[config.mk]
export PLATFORM = sky130hd
export DESIGN_NAME = pt_fill_ctrl_flat
export DESIGN_NICKNAME = d
export VERILOG_FILES = /design/src/rtl/pt_fill_ctrl_if.sv /design/src/rtl/pt_fill_ctrl.sv /design/src/flat_wrapper.sv
export SDC_FILE = /design/constraint.sdc
export NUM_CORES = 1
export LEC_CHECK = 0
export CAP_MARGIN = 20
export CORE_UTILIZATION = 55
export CTS_CLUSTER_SIZE = 10
export DETAILED_ROUTE_END_ITERATION = 12
export HOLD_SLACK_MARGIN = 0.06
export PLACE_DENSITY = 0.95
export SLEW_MARGIN = 40
export SYNTH_ARGS = -nofsm -noshare
export SYNTH_HDL_FRONTEND = slang
export SYNTH_SLANG_ARGS = --single-unit
[constraint.sdc]
create_clock -name Clk -period 6.3 [get_ports Clk]
set_clock_uncertainty 0.05 [all_clocks]
set_input_delay 1.26 -clock Clk [delete_from_list [all_inputs] [get_ports Clk]]
set_output_delay 1.26 -clock Clk [all_outputs]
set_load 0.02 [all_outputs]
[src/rtl/pt_fill_ctrl_if.sv]
// Request/response bundle between the CPU's MMU control path and pt_fill_ctrl.
// The master side issues single writes and range fills and observes the
// page-table write port; the slave side is the sequencer itself.
interface pt_fill_ctrl_if;
    // single-entry write request
    logic        SglValid;
    logic [5:0]  SglIndex;
    logic [15:0] SglPTE;

    // range-fill request
    logic        FillValid;
    logic [5:0]  FillStart;
    logic [6:0]  FillCount;
    logic [9:0]  FillBase;
    logic [5:0]  FillFlags;
    logic        Abort;

    // status
    logic        Ready;
    logic        Busy;
    logic        Done;

    // page-table write port
    logic        WE;
    logic [5:0]  WPTI;
    logic [15:0] WPTE;

    modport master (
        output SglValid, SglIndex, SglPTE,
        output FillValid, FillStart, FillCount, FillBase, FillFlags, Abort,
        input  Ready, Busy, Done,
        input  WE, WPTI, WPTE
    );

    modport slave (
        input  SglValid, SglIndex, SglPTE,
        input  FillValid, FillStart, FillCount, FillBase, FillFlags, Abort,
        output Ready, Busy, Done,
        output WE, WPTI, WPTE
    );
endinterface

[src/rtl/pt_fill_ctrl.sv]
// Page-table write sequencer. Accepts single-entry writes and range fills,
// arbitrates between them (single wins) and turns each entry into a clean
// WE pulse with WPTI/WPTE set up one full cycle before WE rises and held
// through the pulse. Every output comes straight from a flop.
module pt_fill_ctrl (
    input  logic          Clk,
    input  logic          Rst,
    pt_fill_ctrl_if.slave bus
);

    typedef enum logic [1:0] {
        IDLE   = 2'd0,
        SETUP  = 2'd1,
        STROBE = 2'd2,
        DONE   = 2'd3
    } state_t;

    state_t      state;

    // request bookkeeping
    logic [6:0]  remaining;      // entries still to strobe, 0..64
    logic [5:0]  k;              // offset of the current entry within a fill
    logic        is_fill;        // current request is a fill (abortable)
    logic        abort_seen;     // Abort caught during SETUP of this entry

    // latched fill geometry
    logic [5:0]  fill_start;
    logic [9:0]  fill_base;
    logic [5:0]  fill_flags;

    // registered outputs
    logic        ready_q;
    logic        busy_q;
    logic        done_q;
    logic        we_q;
    logic [5:0]  wpti_q;
    logic [15:0] wpte_q;

    // helper terms used by the sequencer
    logic [6:0]  fill_len;       // requested count clamped to the table size
    logic [6:0]  remaining_next;
    logic [5:0]  k_next;
    logic        last_entry;     // the entry being strobed ends the request

    assign fill_len       = (bus.FillCount > 7'd64) ? 7'd64 : bus.FillCount;
    assign remaining_next = remaining - 7'd1;
    assign k_next         = k + 6'd1;
    // Abort only stops fills; a single write has remaining=1 and ends anyway.
    assign last_entry     = (remaining_next == 7'd0) ||
                            (is_fill && (abort_seen || bus.Abort));

    // Sequencer: state, counters and all outputs advance together.
    // NOTE: Rst sits in the sensitivity list so WE drops the instant reset is
    // asserted, even in the middle of a strobe.
    always_ff @(posedge Clk or posedge Rst) begin
        if (Rst) begin
            state      <= IDLE;
            remaining  <= 7'd0;
            k          <= 6'd0;
            is_fill    <= 1'b0;
            abort_seen <= 1'b0;
            fill_start <= 6'd0;
            fill_base  <= 10'd0;
            fill_flags <= 6'd0;
            ready_q    <= 1'b1;
            busy_q     <= 1'b0;
            done_q     <= 1'b0;
            we_q       <= 1'b0;
            wpti_q     <= 6'd0;
            wpte_q     <= 16'd0;
        end else begin
            // NOTE: every state/output update here is non-blocking so each
            // register sees the values from before this edge, never a mix.
            case (state)
                IDLE: begin
                    if (bus.SglValid) begin
                        // single write: one entry, address/data on the port now
                        wpti_q     <= bus.SglIndex;
                        wpte_q     <= bus.SglPTE;
                        remaining  <= 7'd1;
                        k          <= 6'd0;
                        is_fill    <= 1'b0;
                        abort_seen <= 1'b0;
                        ready_q    <= 1'b0;
                        busy_q     <= 1'b1;
                        state      <= SETUP;
                    end else if (bus.FillValid) begin
                        fill_start <= bus.FillStart;
                        fill_base  <= bus.FillBase;
                        fill_flags <= bus.FillFlags;
                        remaining  <= fill_len;
                        k          <= 6'd0;
                        is_fill    <= 1'b1;
                        abort_seen <= 1'b0;
                        ready_q    <= 1'b0;
                        busy_q     <= 1'b1;
                        if (fill_len == 7'd0) begin
                            // empty fill: complete without touching the port
                            done_q <= 1'b1;
                            state  <= DONE;
                        end else begin
                            wpti_q <= bus.FillStart;
                            wpte_q <= {bus.FillFlags, bus.FillBase};
                            state  <= SETUP;
                        end
                    end
                end

                SETUP: begin
                    // address/data have been stable a full cycle; raise WE
                    we_q  <= 1'b1;
                    state <= STROBE;
                    if (is_fill && bus.Abort) begin
                        abort_seen <= 1'b1;
                    end
                end

                STROBE: begin
                    we_q      <= 1'b0;
                    remaining <= remaining_next;
                    k         <= k_next;
                    if (last_entry) begin
                        done_q <= 1'b1;
                        state  <= DONE;
                    end else begin
                        // present the next entry; index and frame wrap silently
                        abort_seen <= 1'b0;
                        wpti_q     <= fill_start + k_next;
                        wpte_q     <= {fill_flags, fill_base + {4'd0, k_next}};
                        state      <= SETUP;
                    end
                end

                DONE: begin
                    done_q  <= 1'b0;
                    busy_q  <= 1'b0;
                    ready_q <= 1'b1;
                    state   <= IDLE;
                end

                default: begin
                    state <= IDLE;
                end
            endcase
        end
    end

    assign bus.Ready = ready_q;
    assign bus.Busy  = busy_q;
    assign bus.Done  = done_q;
    assign bus.WE    = we_q;
    assign bus.WPTI  = wpti_q;
    assign bus.WPTE  = wpte_q;

endmodule
[src/flat_wrapper.sv]
// flat-port wrapper written by rule: the top's interface ports become plain ports
module pt_fill_ctrl_flat 
  (Clk, Rst, bus_SglValid, bus_SglIndex, bus_SglPTE, bus_FillValid, bus_FillStart, bus_FillCount, bus_FillBase, bus_FillFlags, bus_Abort, bus_Ready, bus_Busy, bus_Done, bus_WE, bus_WPTI, bus_WPTE);
  pt_fill_ctrl_if bus_i ();
  input  logic Clk;
  input  logic Rst;
  input wire logic [$bits(bus_i.SglValid)-1:0] bus_SglValid;
  input wire logic [$bits(bus_i.SglIndex)-1:0] bus_SglIndex;
  input wire logic [$bits(bus_i.SglPTE)-1:0] bus_SglPTE;
  input wire logic [$bits(bus_i.FillValid)-1:0] bus_FillValid;
  input wire logic [$bits(bus_i.FillStart)-1:0] bus_FillStart;
  input wire logic [$bits(bus_i.FillCount)-1:0] bus_FillCount;
  input wire logic [$bits(bus_i.FillBase)-1:0] bus_FillBase;
  input wire logic [$bits(bus_i.FillFlags)-1:0] bus_FillFlags;
  input wire logic [$bits(bus_i.Abort)-1:0] bus_Abort;
  output wire logic [$bits(bus_i.Ready)-1:0] bus_Ready;
  output wire logic [$bits(bus_i.Busy)-1:0] bus_Busy;
  output wire logic [$bits(bus_i.Done)-1:0] bus_Done;
  output wire logic [$bits(bus_i.WE)-1:0] bus_WE;
  output wire logic [$bits(bus_i.WPTI)-1:0] bus_WPTI;
  output wire logic [$bits(bus_i.WPTE)-1:0] bus_WPTE;
  assign bus_i.SglValid = bus_SglValid;
  assign bus_i.SglIndex = bus_SglIndex;
  assign bus_i.SglPTE = bus_SglPTE;
  assign bus_i.FillValid = bus_FillValid;
  assign bus_i.FillStart = bus_FillStart;
  assign bus_i.FillCount = bus_FillCount;
  assign bus_i.FillBase = bus_FillBase;
  assign bus_i.FillFlags = bus_FillFlags;
  assign bus_i.Abort = bus_Abort;
  assign bus_Ready = bus_i.Ready;
  assign bus_Busy = bus_i.Busy;
  assign bus_Done = bus_i.Done;
  assign bus_WE = bus_i.WE;
  assign bus_WPTI = bus_i.WPTI;
  assign bus_WPTE = bus_i.WPTE;
  pt_fill_ctrl u_core (.Clk(Clk), .Rst(Rst), .bus(bus_i));
endmodule
==> impl_metrics.ini, run 1 <==
[global_route]
grt_remaining_overflow = 0
grt_max_degree = 68
grt.total_usage_pct = 26.44
first_global_vias = 3147
grt_pass1_wl_um = 14970
antenna_found_initial = 0

[placed_design]
place_inst = 530
finalWeightedCongestion = 0.8893
io_buffers = 81
detailed_place_hpwl_um = 6337

[yosys]
synthTopCellsByArea = dfrtp_1 42%, mux2_2 6.8%, ha_1 5.9%, mux2i_1 5.3%, a21oi_1 4.4%
synth_edf_count = 0
synth.largest_area_cell = dfrtp_1
syn_area_mm2 = 0.003796
ys_seq_elements = 65
synth_cell_types = 51
avgSynthCellArea_um2 = 9.784
synth_top_area_share_pct = 42.19
ys_seq_area_share_pct = 42.88
synthesis.nets = 464
synthArstFlopShare_pct = 100.0
netlist_instances = 388
yosysWarnings = 0
synth_ff_type = dfrtp_1

[floorplanning]
num_rows = 29
die_w_um = 85.08
die_area_mm2 = 0.007239
core_area_mm2 = 0.006495
initial_utilization_pct = 58.45
die_y_um = 85.08
num_io_pins = 82

[setup_path]
start_kind = input port
critical_path_depth = 8
critical_path_buf_inv_count = 2
crit_path_max_fanout = 44
critPathTopFamily = compound AO/OA/AOI/OAI gates
required_ns = 6.53
arrival_ns = 3.67
path_class = input port to flop
ff2ff_path_depth = 9
path_cells = buf_2, nor2_1, nand2_1, o21ai_2, a211o_1, buf_4, a211oi_1, a21o_1
critical_path.endpoint_type = flop
max_stage_delay_ns = 0.61
rrSetupSlack_ns = 3.46
cp_slowest_cell = buf_2

[clock_network]
cts_root_buf = clkbuf_8
hold_buffers = 0
clk_latency_ns = 0.34
post-cts-setup-buffers = 0
cts.sinks = 65
clock_path_buffers = 2
cts_max_level = 3
cts_resized = 0
cts_tree = done
clkTransAtPathRegs_ns = 0.07
cts_buffers = 9

[routing]
dr.pass1.iters = 4
wire_per_inst_um = 16.30
routed_via_density = 5.855
drc = 0
ant_nets = 0
postRouteWirelength_um = 8882
drt_iter0_markers = 138
num_vias = 3191

[sta]
relSlewSlack_pct = 46.36
setup_violations = 0
fin_setup_tns_ns = 0
max_freq_ghz = 0.2908
rsz0062_at_grt = false
drv_slew = 0
min_period_ns = 3.439
hold_violations = 0
tightest_slew_ns = 0.8046
fin_crit_sh_pct = 54.58

[power_and_ir_drop]
powerDensity_mw_per_mm2 = 484.3
peakVddDrop_mv = 0.2815
total_power_mw = 2.332
leakagePower_nw = 2.158

[cells_and_area]
antenna_cells = 0
area_delta_synth_final_pct = 26.83
final_nets = 540
fill_cells = 415
drive_above_1_share_pct = 10.68
fin_cells = 545

[worst_hold_path]
hold_depth = 2
hold_class = flop to flop

[run_status]
status = complete, no violations

[flow_run]
maxCapViolations = 0
-- cells in the mapped netlist, types with 2 or more instances --
| cell | count |
|---|---|
| o21ai_0 | 25 |
| nand3_1 | 5 |
| fa_1 | 2 |
| dfrtp_1 | 64 |
| or4_1 | 2 |
| nor3_1 | 4 |
| mux2_2 | 23 |
| o21a_1 | 3 |
| mux2i_1 | 20 |
| nor4_1 | 2 |
| xnor2_1 | 7 |
| a31oi_1 | 3 |
| xor2_1 | 8 |
| buf_2 | 2 |
| buf_6 | 5 |
| a32oi_1 | 2 |
| nand2_1 | 33 |
| a21boi_0 | 3 |
| a21o_1 | 5 |
| nor2_1 | 29 |
| o31ai_1 | 3 |
| clkbuf_1 | 9 |
| and3_1 | 3 |
| inv_1 | 17 |
| a21oi_1 | 33 |
| a211oi_1 | 6 |
| o21ai_1 | 19 |
| ha_1 | 18 |
| a32o_1 | 2 |
| nor2b_1 | 6 |
| buf_1 | 5 |
-- state kept, by name (all words and copies together), names as in the netlist --
signal,cells
u_core.abort_seen,1
u_core.bus.Busy,1
u_core.bus.Done,1
u_core.bus.Ready,1
u_core.bus.WE,1
u_core.bus.WPTE,16
u_core.bus.WPTI,6
u_core.fill_base,10
u_core.fill_flags,6
u_core.fill_start,6
u_core.is_fill,1
u_core.k,6
u_core.remaining,7
u_core.state,2
-- power breakdown --
group	switching [mW]	internal, mW
Combinational	0.688	0.565
Sequential	0.138	0.614
Clock	0.155	0.171
Total	0.981	1.35
-- placed cells by master, fill, tap and decap left out, types with 3 or more instances in the layout --
cell type	Yosys	routed
buf_4	0	3
nand3_1	5	5
a31oi_1	3	3
nor2b_1	6	6
mux2i_1	20	20
mux2_2	23	23
nand2_1	33	33
o21a_1	3	3
inv_1	17	16
xnor2_1	7	7
a21oi_1	33	33
o31ai_1	3	3
o21ai_0	25	24
a211oi_1	6	6
nor3_1	4	4
xor2_1	8	8
clkinv_2	0	3
o21ai_1	19	19
nor2_1	29	29
a21boi_0	3	3
clkdlybuf4s50_1	0	80
dfrtp_1	64	64
a21o_1	5	5
clkbuf_8	0	12
ha_1	18	17
and3_1	3	3
-- final cells by class --
cell class | instances | area (um^2) | share of cell area (%)
sequential | 65 | 1628 | 33.81
clock buffer | 12 | 165.2 | 3.430
clock inverter | 3 | 15.01 | 0.3119
inverter | 17 | 63.81 | 1.325
timing repair buffer | 86 | 854.6 | 17.75
multi-input combinational | 285 | 1992 | 41.37
tap | 77 | 96.34 | 2.001
-- worst paths after layout --
kind                                           startpoint                              end
setup / recovery                             bus_SglValid   u_core.bus.WPTE[9]$_DFFE_PP0P_
hold / removal             u_core.bus.WPTE[4]$_DFFE_PP0P_   u_core.bus.WPTE[4]$_DFFE_PP0P_
setup reg to reg                  u_core.k[0]$_DFFE_PP0P_   u_core.bus.WPTE[6]$_DFFE_PP0P_
hold reg to reg            u_core.bus.WPTE[4]$_DFFE_PP0P_   u_core.bus.WPTE[4]$_DFFE_PP0P_
max in group asynchronous                             Rst   u_core.bus.WPTI[2]$_DFFE_PP0P_
min in group asynchronous                             Rst  u_core.remaining[2]$_DFFE_PP0P_
-- worst register-to-register path, cell delays in order, from the launching register on --
cell	delay [ns]
dfrtp_1	0.43
ha_1	0.29
xor2_1	0.29
ha_1	0.34
nor2b_1	0.16
o31ai_1	0.36
a21boi_0	0.19
or3_1	0.33
a31oi_1	0.20
o21ai_1	0.08
-- per-layer routing --
| metal | track usage (%) | wire length (um) | part of all wire (%) | vias to the layer above |
|---|---|---|---|---|
| li1 | - | - | - | 1543 |
| met1 | 34.57 | 3756 | 42 | 1532 |
| met2 | 43.99 | 4512 | 51 | 92 |
| met3 | 3.988 | 380 | 4.3 | 24 |
| met4 | 11.40 | 231 | 2.6 | 0 |
| met5 | 0 | 0 | 0 | - |
-- cells by family after synthesis --
kind of cell / synth area share, %
AO/OA/AOI/OAI: 18.23
XOR/XNOR: 4.054
adder cells (fa/ha/maj): 6.988
buffers and inverters: 4.812
flip-flops: 42.88
multiplexers: 12.10
AND/OR/NAND/NOR: 10.94
-- metrics by stage --
stage / instance area, um^2 / util [%] / setup slack (ns) / hold WS, ns
finish: 4815 / 74.13 / 2.861 / 0.4355
global route: 4815 / 74.13 / 2.709 / 0.4586
CTS: 4811 / 74.07 / 2.878 / 0.4344
detailed placement: 4631 / 71.30 / 2.576 / 0.4195
global placement: 4604 / 70.89 / 2.416 / 0.4167
floorplan: 3796 / - / 3.365 / 0.4177
Note: power is estimated with default switching activity, not from simulation.
==> run 2: changes to the inputs <==
--- a/config.mk
+++ b/config.mk
@@ -6,11 +6,11 @@
 export NUM_CORES = 1
 export LEC_CHECK = 0
 export CAP_MARGIN = 20
-export CORE_UTILIZATION = 55
+export CORE_UTILIZATION = 46
 export CTS_CLUSTER_SIZE = 10
 export DETAILED_ROUTE_END_ITERATION = 12
 export HOLD_SLACK_MARGIN = 0.06
-export PLACE_DENSITY = 0.95
+export PLACE_DENSITY = 0.85
 export SLEW_MARGIN = 40
 export SYNTH_ARGS = -nofsm -noshare
 export SYNTH_HDL_FRONTEND = slang
==> constraint.sdc (replaced) <==
create_clock -name Clk -period 3.02 [get_ports Clk]
set_clock_uncertainty 0.05 [all_clocks]
set_input_delay 0.604 -clock Clk [delete_from_list [all_inputs] [get_ports Clk]]
set_output_delay 0.604 -clock Clk [all_outputs]
set_load 0.02 [all_outputs]
==> run 2 against run 1 <==
Effect of this change:
- first-iteration DRC count decreased by 24%
- combinational power increased by 110%
- critical endpoint is now u_core.bus.WPTE[6]$_DFFE_PP0P_
- sequential share of layout area decreased by 0.32 points
- wire length decreased by 3.5%
- register-to-register slack got worse by 3.1 ns
- global-route usage decreased by 5.1 points
- setup slack got worse by 2.5 ns
- clock power increased by 100%
- worst hold slack got worse by 0.00057 ns
- total power increased by 110%
- via count decreased by 2.0%
==> impl_metrics.ini, run 2 (same netlist as run 1, synthesis figures left out) <==
[run_status]
status = complete, no violations

[global_route]
grt_max_degree = 53
grt_pass1_wl_um = 14440
first_global_vias = 3122
grt.total_usage_pct = 21.34
antenna_found_initial = 0
grt_remaining_overflow = 0

[setup_path]
critical_path_buf_inv_count = 0
start_kind = flop
critical_path.endpoint_type = flop
regToRegStartpoint = u_core.k[0]$_DFFE_PP0P_
critPathTopFamily = compound AO/OA/AOI/OAI gates
max_stage_delay_ns = 0.42
cp-startpoint = u_core.k[0]$_DFFE_PP0P_
rrSetupSlack_ns = 0.40
crit_path_max_fanout = 5
path_cells = ha_1, xor2_1, ha_1, nor2b_1, o31ai_1, a21boi_0, or3_1, a31oi_1, o21ai_1
cp_slowest_cell = dfrtp_1
crit_end = u_core.bus.WPTE[6]$_DFFE_PP0P_
required_ns = 3.18
arrival_ns = 2.78
reg2reg_to = u_core.bus.WPTE[6]$_DFFE_PP0P_
critical_path_depth = 9
ff2ff_path_depth = 9
crit_top_cell = ha_1
path_class = flop to flop

[cells_and_area]
antenna_cells = 0
fin_area_mm2 = 0.004861
largest_register_ffs = 16
area_delta_synth_final_pct = 28.05
fill_cells = 669
final_common_cell = clkdlybuf4s50_1
final_nets = 542
drive_above_1_share_pct = 9.979
final_cell_mix = 80 x clkdlybuf4s50_1, 64 x dfrtp_1, 33 x a21oi_1, 33 x nand2_1, 29 x nor2_1

[routing]
ant_nets = 0
wire_per_inst_um = 14.95
num_vias = 3128
drc = 0
drt_iter0_markers = 105
routed_via_density = 5.459
dr.pass1.iters = 4
postRouteWirelength_um = 8568

[power_and_ir_drop]
p_sw_mw = 2.003
pwr-share-clk_pct = 13.6
combPwrFrac_pct = 54.1
peakVddDrop_mv = 0.5080
leakagePower_nw = 2.158
seq_power_share_pct = 32.3
p_int_mw = 2.844
swShare_pct = 41.32
powerDensity_mw_per_mm2 = 997.0

[floorplanning]
num_io_pins = 82
die_area_mm2 = 0.008620
die_w_um = 92.85
die_y_um = 92.85
core_area_mm2 = 0.007848
num_rows = 32
initial_utilization_pct = 48.37

[clock_network]
cts_root_buf = clkbuf_8
post-cts-setup-buffers = 0
cts_max_level = 3
clkTransAtPathRegs_ns = 0.07
hold_buffers = 0
clk_latency_ns = 0.34
cts_tree = done
cts_buffers = 9
cts_resized = 0
clock_path_buffers = 2
cts.sinks = 65

[sta]
drv_slew = 0
setup_violations = 0
min_period_ns = 2.619
hold_violations = 0
fin_setup_tns_ns = 0
tightest_slew_ns = 0.5631
max_freq_ghz = 0.3818
relSlewSlack_pct = 62.17
rsz0062_at_grt = false
fin_crit_sh_pct = 86.73

[placed_design]
dpl_cell_area_mm2 = 0.004691
io_buffers = 81
detailed_place_hpwl_um = 6130
finalWeightedCongestion = 0.8649

[flow_run]
maxCapViolations = 0

[worst_hold_path]
hold_class = flop to flop
-- run 2: worst min path at each step --
stage / start / to / slack, ns / depth (start not counted)
after floorplan: u_core.k[1]$_DFFE_PP0P_ / u_core.k[1]$_DFFE_PP0P_ / 0.42 / 2
after global placement: u_core.bus.WPTE[9]$_DFFE_PP0P_ / u_core.bus.WPTE[9]$_DFFE_PP0P_ / 0.41 / 1
after detailed placement: u_core.bus.WPTE[9]$_DFFE_PP0P_ / u_core.bus.WPTE[9]$_DFFE_PP0P_ / 0.42 / 1
after CTS: u_core.bus.Done$_DFFE_PP0P_ / u_core.bus.Done$_DFFE_PP0P_ / 0.44 / 2
after global routing: u_core.bus.WPTE[9]$_DFFE_PP0P_ / u_core.bus.WPTE[9]$_DFFE_PP0P_ / 0.47 / 1
final: u_core.bus.Done$_DFFE_PP0P_ / u_core.bus.Done$_DFFE_PP0P_ / 0.43 / 2
-- run 2: metrics by stage --
stage / total power, mW / hold WS, ns / std cells / utilization (%) / setup slack [ns]
floorplan: 3.407 / 0.4177 / 388 / - / 0.6727
global placement: 4.070 / 0.4126 / 557 / 59.77 / 0.4217
detailed placement: 4.192 / 0.4206 / 557 / 59.77 / 0.3919
CTS: 4.864 / 0.4387 / 573 / 61.94 / 0.3988
global route: 5.233 / 0.4655 / 573 / 61.94 / 0.1615
finish: 4.846 / 0.4350 / 573 / 61.94 / 0.4009
-- run 2: worst reg2reg max path: stages (launching register included) --
cell      delay (ns)
dfrtp_1         0.42
ha_1            0.27
xor2_1          0.22
ha_1            0.32
nor2b_1         0.17
o31ai_1         0.32
a21boi_0        0.18
or3_1           0.32
a31oi_1         0.16
o21ai_1         0.07
-- run 2: area by class of cell --
| type | count | area (um^2) | share of cell area [%] |
|---|---|---|---|
| inverters | 17 | 63.81 | 1.313 |
| well taps | 102 | 127.6 | 2.625 |
| clock buffers | 16 | 170.2 | 3.501 |
| flip-flops and latches | 65 | 1628 | 33.49 |
| multi-input cells | 285 | 1988 | 40.90 |
| repair buffers | 88 | 883.3 | 18.17 |
-- run 2: power groups by stage --
stage | combinational (mW) | sequential, mW | clock [mW]
3_3_place_gp | 2.52 | 1.55 | 0
5_1_grt | 2.92 | 1.61 | 0.702
3_5_place_dp | 2.62 | 1.57 | 0
4_1_cts | 2.64 | 1.56 | 0.668
6_report | 2.62 | 1.56 | 0.660
2_1_floorplan | 1.70 | 1.71 | 0
-- run 2: routing by layer --
metal  wire length, um  up-vias  global-route usage (%)
met1              3805     1483                   26.66
li1                  -     1545                       -
met4               214        0                   11.54
met2              4211       80                   35.17
met3               336       20                   3.530
met5                 0        -                       0
==> run 3: changes to the inputs <==
--- a/config.mk
+++ b/config.mk
@@ -6,11 +6,11 @@
 export NUM_CORES = 1
 export LEC_CHECK = 0
 export CAP_MARGIN = 20
-export CORE_UTILIZATION = 46
+export CORE_UTILIZATION = 51
 export CTS_CLUSTER_SIZE = 10
 export DETAILED_ROUTE_END_ITERATION = 12
 export HOLD_SLACK_MARGIN = 0.06
-export PLACE_DENSITY = 0.85
+export PLACE_DENSITY = 0.89
 export SLEW_MARGIN = 40
 export SYNTH_ARGS = -nofsm -noshare
 export SYNTH_HDL_FRONTEND = slang
==> constraint.sdc (replaced) <==
create_clock -name Clk -period 2.52 [get_ports Clk]
set_clock_uncertainty 0.05 [all_clocks]
set_input_delay 0.504 -clock Clk [delete_from_list [all_inputs] [get_ports Clk]]
set_output_delay 0.504 -clock Clk [all_outputs]
set_load 0.02 [all_outputs]
==> run 3 against run 2 <==
Effect of this change:
- sequential share of layout area down 1.5 points
- global-route usage up 4.9 points
- design area up 4.7%
- die area down 9.6%
- via count up 5.6%
- worst hold slack better by 0.0055 ns
- non-clock buffer count up 10
- fmax up 8.0%
- critical path depth up 2
- critical path type unchanged
- critical endpoint is now u_core.bus.WPTE[9]$_DFFE_PP0P_
- largest cell class unchanged
- largest power group unchanged
==> impl_metrics.ini, run 3 (same netlist as run 1, synthesis figures left out) <==
[routing]
drt_iter0_markers = 131
drc = 0
num_vias = 3304
ant_nets = 0
wire_per_inst_um = 16.46
postRouteWirelength_um = 9546
routed_via_density = 5.697
dr.pass1.iters = 6

[sta]
setup_violations = 0
min_period_ns = 2.426
fin_crit_sh_pct = 96.26
rsz0062_at_grt = true
hold_violations = 0
drv_slew = 0
relSlewSlack_pct = 56.65
tightest_slew_ns = 0.6453
max_freq_ghz = 0.4123
setup_ws_ns = 0.09434

[setup_path]
path_class = flop to flop
arrival_ns = 2.66
critical_path.endpoint_type = flop
start_kind = flop
regToRegStartpoint = u_core.k[0]$_DFFE_PP0P_
required_ns = 2.76
max_stage_delay_ns = 0.39
cp-startpoint = u_core.k[0]$_DFFE_PP0P_
path_cells = buf_4, and3_2, and3_2, xor2_1, ha_2, o21ai_0, nand2b_1, nand3_1, xor2_1, a211oi_1, a21o_1
crit_path_max_fanout = 4
cp_slowest_cell = dfrtp_1

[floorplanning]
num_rows = 31
die_y_um = 88.28
initial_utilization_pct = 52.62
core_area_mm2 = 0.007214
die_area_mm2 = 0.007792
die_w_um = 88.28
num_io_pins = 82

[cells_and_area]
area_delta_synth_final_pct = 34.01
drive_above_1_share_pct = 15.59
fin_util_pct = 70.52
final_nets = 552
largest_register_ffs = 16
final_common_cell = clkdlybuf4s50_1
antenna_cells = 0
fill_cells = 501
final_cell_mix = 80 x clkdlybuf4s50_1, 63 x dfrtp_1, 33 x nand2_1

[power_and_ir_drop]
peakVddDrop_mv = 0.7416
leakagePower_nw = 2.228
powerDensity_mw_per_mm2 = 1226

[clock_network]
cts_root_buf = clkbuf_8
hold_buffers = 0
post-cts-setup-buffers = 0
cts_buffers = 9
cts.sinks = 65
clk_latency_ns = 0.35
cts_tree = done
clkTransAtPathRegs_ns = 0.07
cts_max_level = 3
clock_path_buffers = 2

[placed_design]
io_buffers = 81
detailed_place_hpwl_um = 6755
finalWeightedCongestion = 0.8485
pre_cts_ws_ns = -0.003107

[run_status]
status = complete, no violations

[flow_run]
maxCapViolations = 0

[global_route]
first_global_vias = 3363
antenna_found_initial = 0
grt_remaining_overflow = 0
grt_max_degree = 51
grt_pass1_wl_um = 15390
grt.total_usage_pct = 26.23

[worst_hold_path]
min_from = u_core.bus.WPTE[7]$_DFFE_PP0P_
hold_class = flop to flop
==> run 3: final timing paths <==
kind	endpoint	slack, ns	depth (start not counted)
worst max-delay path	u_core.bus.WPTE[9]$_DFFE_PP0P_	0.09	11
max in group asynchronous	u_core.bus.Ready$_DFFE_PP1P_	1.29	3
worst max register to register	u_core.bus.WPTE[9]$_DFFE_PP0P_	0.09	11
worst min-delay path	u_core.bus.WPTE[7]$_DFFE_PP0P_	0.44	1
worst min register to register	u_core.bus.WPTE[7]$_DFFE_PP0P_	0.44	1
min in group asynchronous	u_core.bus.WPTI[4]$_DFFE_PP0P_	0.52	2
==> run 3: layer usage <==
| layer | track usage (%) | routed length [um] | vias up |
|---|---|---|---|
| met4 | 13.05 | 292 | 0 |
| met5 | 0 | 0 | - |
| met3 | 4.104 | 347 | 29 |
| met2 | 48.32 | 5055 | 110 |
| li1 | - | - | 1554 |
| met1 | 29.37 | 3851 | 1611 |
==> run 3: stage by stage <==
step	TNS (ns)	power [mW]	area, um^2	hold slack, ns	cells
global placement	0	4.928	4762	0.4139	564
CTS	-0.007337	6.129	5000	0.4411	580
detailed placement	-0.003107	5.086	4762	0.4253	564
floorplan	0	4.083	3796	0.4177	388
finish	0	6.237	5087	0.4404	580
global route	-0.06979	6.678	5087	0.4646	580
==> run 3: area by class of cell <==
| type | count | area (um^2) | share of cell area (%) |
|---|---|---|---|
| clock buffer | 12 | 155.1 | 3.050 |
| clock inverter | 4 | 75.07 | 1.476 |
| inverter | 17 | 63.81 | 1.254 |
| multi-input combinational | 285 | 2082 | 40.92 |
| sequential | 65 | 1629 | 32.02 |
| tap | 99 | 123.9 | 2.435 |
| timing repair buffer | 98 | 958.4 | 18.84 |
==> run 3: report_power, final <==
part	leakage (nW)	switching (mW)	total (mW)	internal (mW)
logic	1.32	1.75	3.30	1.55
clock network	0.109	0.412	1.02	0.612
registers	0.798	0.376	1.91	1.54
==> run 3: timing repair <==
item,CTS,global route
gates resized for setup,1,15
setup endpoints to repair,2,9
pin swaps,0,3
hold endpoints to repair,0,0
==> run 3: critical path, delay by kind of cell (launching register included) <==
| kind | cells | cell delay, ns |
|---|---|---|
| buffers and inverters | 1 | 0.15 |
| adders and majority gates | 1 | 0.37 |
| xor gates and xnor gates | 2 | 0.33 |
| and+or+nand+nor | 4 | 0.68 |
| AOI/OAI and AO/OA | 3 | 0.41 |
| DFF | 1 | 0.39 |
